===== src/rtl/mycpu_hazard_ctrl.sv =====
// Hazard controller for the 5-stage MIPS pipeline: EX/MEM/WB destination
// scoreboard driving operand forwarding, load-use stall and memory freeze.
module mycpu_hazard_ctrl #(
  parameter int CNT_W = 16
) (
  input  logic             clk,
  input  logic             rst,
  input  logic             id_valid,
  input  logic [4:0]       id_rs,
  input  logic [4:0]       id_rt,
  input  logic             id_rs_used,
  input  logic             id_rt_used,
  input  logic [4:0]       id_dst,
  input  logic             id_wen,
  input  logic             id_is_load,
  input  logic             mem_busy,
  output logic [1:0]       fwd_a_sel,
  output logic [1:0]       fwd_b_sel,
  output logic             allow_in,
  output logic             ex_bubble,
  output logic             pipe_freeze,
  output logic [CNT_W-1:0] stall_cnt
);

  typedef struct packed {
    logic       valid;
    logic [4:0] dst;
    logic       wen;
    logic       is_load;
  } sb_entry_t;

  sb_entry_t ex_q, mem_q, wb_q;
  sb_entry_t ex_d, mem_d, wb_d;
  logic [CNT_W-1:0] stall_cnt_q, stall_cnt_d;
  logic load_use;

  function automatic logic live(input sb_entry_t e);
    return e.valid && e.wen && (e.dst != '0);
  endfunction

  // Youngest live producer wins; a load still in EX cannot forward yet.
  function automatic logic [1:0] fwd_sel(input logic used, input logic [4:0] r);
    if (!used || r == '0) return 2'd0;
    if (live(ex_q) && ex_q.dst == r) return ex_q.is_load ? 2'd0 : 2'd1;
    if (live(mem_q) && mem_q.dst == r) return 2'd2;
    if (live(wb_q) && wb_q.dst == r) return 2'd3;
    return 2'd0;
  endfunction

  function automatic logic ld_hit(input logic used, input logic [4:0] r);
    return used && (r != '0) && live(ex_q) && ex_q.is_load && (ex_q.dst == r);
  endfunction

  always_comb begin
    fwd_a_sel   = fwd_sel(id_rs_used, id_rs);
    fwd_b_sel   = fwd_sel(id_rt_used, id_rt);
    load_use    = id_valid && (ld_hit(id_rs_used, id_rs) || ld_hit(id_rt_used, id_rt));
    pipe_freeze = mem_busy;
    ex_bubble   = load_use && !mem_busy;
    allow_in    = !(load_use || mem_busy);
  end

  always_comb begin
    ex_d  = ex_q;
    mem_d = mem_q;
    wb_d  = wb_q;
    if (!pipe_freeze) begin
      wb_d  = mem_q;
      mem_d = ex_q;
      if (ex_bubble) ex_d = '0;
      else           ex_d = '{valid: id_valid, dst: id_dst, wen: id_wen, is_load: id_is_load};
    end
    stall_cnt_d = stall_cnt_q;
    if (!allow_in && stall_cnt_q != '1) stall_cnt_d = stall_cnt_q + 1'b1;
  end

  always_ff @(posedge clk or posedge rst) begin
    if (rst) begin
      ex_q        <= '0;
      mem_q       <= '0;
      wb_q        <= '0;
      stall_cnt_q <= '0;
    end else begin
      ex_q        <= ex_d;
      mem_q       <= mem_d;
      wb_q        <= wb_d;
      stall_cnt_q <= stall_cnt_d;
    end
  end

  assign stall_cnt = stall_cnt_q;

endmodule


===== config.mk =====
export PLATFORM = sky130hd
export DESIGN_NAME = mycpu_hazard_ctrl
export DESIGN_NICKNAME = d
export VERILOG_FILES = /design/src/rtl/mycpu_hazard_ctrl.sv
export SDC_FILE = /design/constraint.sdc
export NUM_CORES = 1
export LEC_CHECK = 0
export ABC_AREA = 1
export BUFFER_PORTS_ARGS = -buffer_cell sky130_fd_sc_hd__buf_4
export CORE_MARGIN = 2
export CORE_UTILIZATION = 60
export CTS_CLUSTER_DIAMETER = 60
export DETAILED_ROUTE_END_ITERATION = 10
export PLACE_DENSITY = 0.85
export SLEW_MARGIN = 20
export SYNTH_ARGS = -nofsm -noshare
export SYNTH_HDL_FRONTEND = slang
export SYNTH_SLANG_ARGS = --single-unit

===== constraint.sdc =====
create_clock -name clk -period 3.8 [get_ports clk]
set_input_delay 0 -clock clk [delete_from_list [all_inputs] [get_ports clk]]
set_output_delay 0 -clock clk [all_outputs]
set_load 0.005 [all_outputs]

==> impl_metrics.py <==
metrics = {
    "die": {
        "row_count": 23,
        "die-area_um2": 4570,
        "die_h_um": 67.6,
        "io_pins": 46,
        "die_w_um": 67.6,
        "design.core.area_um2": 3940,
        "start_util_pct": 61.5,
    },
    "grt": {
        "met2_usage_pct": 51.6,
        "grt_usage_pct": 27.8,
        "grt_pass1_wl_mm": 9.42,
        "grt_pass1_vias": 2179,
        "grt_util_met3_pct": 4.83,
        "grt-busiest-layer": "met2",
        "grt_max_degree": 39,
        "met1_usage_pct": 30.7,
        "antenna_found_initial": 0,
        "grt_overflow": 0,
    },
    "synth": {
        "synth_sequential_area_ratio_pct": 39.2,
        "yosysWarnings": 0,
        "synth_top_area_share_pct": 39.2,
        "yosys.area.top_type": "dfrtp_1",
        "postSynthAreaPerCell_um2": 7.51,
        "synth_nets": 347,
        "synth_area_um2": 2420,
        "async_flop_share_pct": 100,
        "synth_top_cells_by_area": "dfrtp_1 39%, nand2_1 15%, xor2_1 7.2%",
        "syn_inst": 323,
        "ys_ff_latch": 38,
        "synth_edf_count": 0,
        "synth_ff_type": "dfrtp_1",
        "netlist-cell-type-count": 30,
    },
    "setup_path": {
        "crit_chain": "nor2_1 > nand3_1 > nand2_1 > inv_1 > nand4_1 > nand2_2 > nand2_4 > nand2_8 > inv_1 > buf_4",
        "worstPathRequired_ns": 3.80,
        "cp-start-kind": "register",
        "r2r_slack_ns": 1.97,
        "path_class": "register to output port",
        "crit_buf_inv": 3,
        "cp_max_fo": 26,
        "crit_cells": 10,
        "crit_family": "simple AND/OR/NAND/NOR gates",
        "reg2regPathDepth": 9,
        "crit_path_end": "allow_in",
        "worst_path_largest_cell_delay_ns": 0.44,
        "regToRegStartpoint": "stall_cnt[0]$_DFFE_PP0P_",
        "startpoint": "ex_q[2]$_DFFE_PP0N_",
        "slowest_stage": "dfrtp_1",
        "crit_arrival_ns": 1.84,
        "critPathMostFrequentCell": "inv_1",
        "worstSetupEndpointType": "output port",
        "r2r_end": "stall_cnt[10]$_DFFE_PP0P_",
    },
    "detailed_routing": {
        "post_drt_wl_per_cell_um": 13.7,
        "drtIter0Drc": 109,
        "ant_nets": 0,
        "dr.pass1.iters": 4,
        "num_vias": 2264,
        "drt-total-wl_mm": 5.84,
        "viasPerCell": 5.30,
        "drc_errors": 0,
    },
    "clocking": {
        "cts_root_buf": "clkbuf_8",
        "cts_setup_buffers": 0,
        "cts.sinks": 38,
        "cts.reportedPaths.clkPinSlew_ns": 0.08,
        "cts_buffers": 5,
        "htree_levels": 2,
        "clockBufferDepth": 2,
        "cts_tree": "built",
        "clkLatencyLatePin_ns": 0.30,
    },
    "layout": {
        "n_fill_cell": 295,
        "area_growth_pct": 24.2,
        "drive_above_1_share_pct": 17.8,
        "multiInputGateArea_um2": 1250,
        "seqCellArea_um2": 951,
        "nNetsFinal": 400,
        "antenna_cells": 0,
    },
    "sta": {
        "slew_violations": 0,
        "rsz0062_at_grt": "false",
        "fin_crit_ns": 1.84,
        "max_freq_mhz": 545,
        "finalSetupViolCount": 0,
        "fin_crit_sh_pct": 48.3,
        "tightest_slew_ns": 0.498,
        "setup_ws_ns": 1.96,
        "fin_skew_ns": 0.00930,
        "fin_tns_setup_ns": 0,
        "hold_viol": 0,
        "slew_headroom_pct": 66.8,
    },
    "placed_design": {
        "hpwlAfterDp_mm": 4.18,
        "place_ws_ns": 2.03,
        "port_buffers": 45,
        "gp_congestion": 0.912,
    },
    "power": {
        "p_total_uw": 1210,
        "p_leak_uw": 0.00156,
        "ir_drop_mv": 0.410,
        "powerDensity_nw_per_um2": 401,
    },
    "hold_path": {
        "hold_class": "primary input to register",
    },
    "job": {
        "cap_violations": 0,
    },
    "status": {
        "outcome": "completed",
    },
}
==> metrics by stage <==
stage / utilization, % / hold WS (ns) / cells / instance area (µm²)
floorplan: - / 0.0808 / 323 / 2420
global placement: 70.5 / 0.138 / 410 / 2780
detailed placement: 70.5 / 0.147 / 410 / 2780
CTS: 76.4 / 0.0525 / 427 / 3010
global route: 76.4 / 0.0913 / 427 / 3010
finish: 76.4 / 0.0597 / 427 / 3010
==> what timing repair did <==
action                                 CTS  global route
gates resized for setup                  0             0
hold buffers                             9             0
endpoints found under the hold margin   46             0
==> cell usage in the layout (no fill, tap or decap), drive strengths merged, types with 7 or more instances in the layout <==
| cell type | instances |
|---|---|
| nor3 | 7 |
| dfrtp | 38 |
| nand2 | 98 |
| dlygate4sd3 | 9 |
| nor2 | 24 |
| xor2 | 20 |
| xnor2 | 17 |
| inv | 43 |
| o22ai | 7 |
| o21ai | 13 |
| buf | 46 |
| nand3 | 30 |
| nand4 | 7 |
==> per-layer routing <==
layer / part of all wire [%] / routed length (µm)
met1: 39 / 2300
met2: 53 / 3110
met3: 4.7 / 275
met4: 2.7 / 159
met5: 0 / 0
==> tightest hold or removal path: stages <==
cell and delay, ns:
buf_4 0.19, nand2_1 0.08, nand2_1 0.05
==> area by class of cell <==
cell class	instances	area share, %
repair buffers	55	14.5
well taps	50	2.08
multi-input cells	231	41.5
clock inverters	2	1.99
inverters	45	5.61
clock buffers	6	2.74
flip-flops and latches	38	31.6
==> synthesized netlist by cell type, types with 2 or more instances <==
cell / count
a21oi_1: 2
buf_4: 3
clkbuf_1: 4
clkinv_1: 2
dfrtp_1: 38
inv_1: 41
inv_2: 2
nand2_1: 94
nand2_4: 2
nand3_1: 28
nand4_1: 7
nor2_1: 20
nor2_2: 2
nor2_4: 2
nor3_1: 6
nor4_1: 3
o21ai_0: 13
o22ai_1: 7
xnor2_1: 17
xor2_1: 20
==> cell families (layout without fill, tap and decap cells) <==
| family | Yosys count | in the layout | share of synthesized area (%) |
|---|---|---|---|
| DFF | 38 | 38 | 39.2 |
| buffers and inverters | 54 | 108 | 9.18 |
| AOI/OAI and AO/OA | 24 | 24 | 5.47 |
| xor gates and xnor gates | 37 | 37 | 13.4 |
| adders and majority gates | 1 | 1 | 0.516 |
| and+or+nand+nor | 169 | 169 | 32.2 |
==> sequential cells by signal, summed over array words and instances (netlist names) <==
register	flops
wb_q	7
mem_q	7
ex_q	8
stall_cnt	16
==> how the worst min path moves through the flow <==
stage          cells after the start  slack (ns)     start                  end
4_1_cts                            3        0.05  mem_busy  wb_q[3]$_DFFE_PP0N_
6_report                           3        0.06  mem_busy  wb_q[3]$_DFFE_PP0N_
3_3_place_gp                       3        0.14       rst  ex_q[2]$_DFFE_PP0N_
2_1_floorplan                      1        0.08  mem_busy          pipe_freeze
5_1_grt                            3        0.09  mem_busy  ex_q[0]$_DFFE_PP0N_
3_5_place_dp                       3        0.15       rst  ex_q[2]$_DFFE_PP0N_
==> report_power, final <==
part | internal, µW | switching (µW) | total (µW)
Clock | 280 | 148 | 428
Sequential | 452 | 67.9 | 520
Combinational | 125 | 133 | 258
Note: power is estimated with default switching activity, not from simulation.
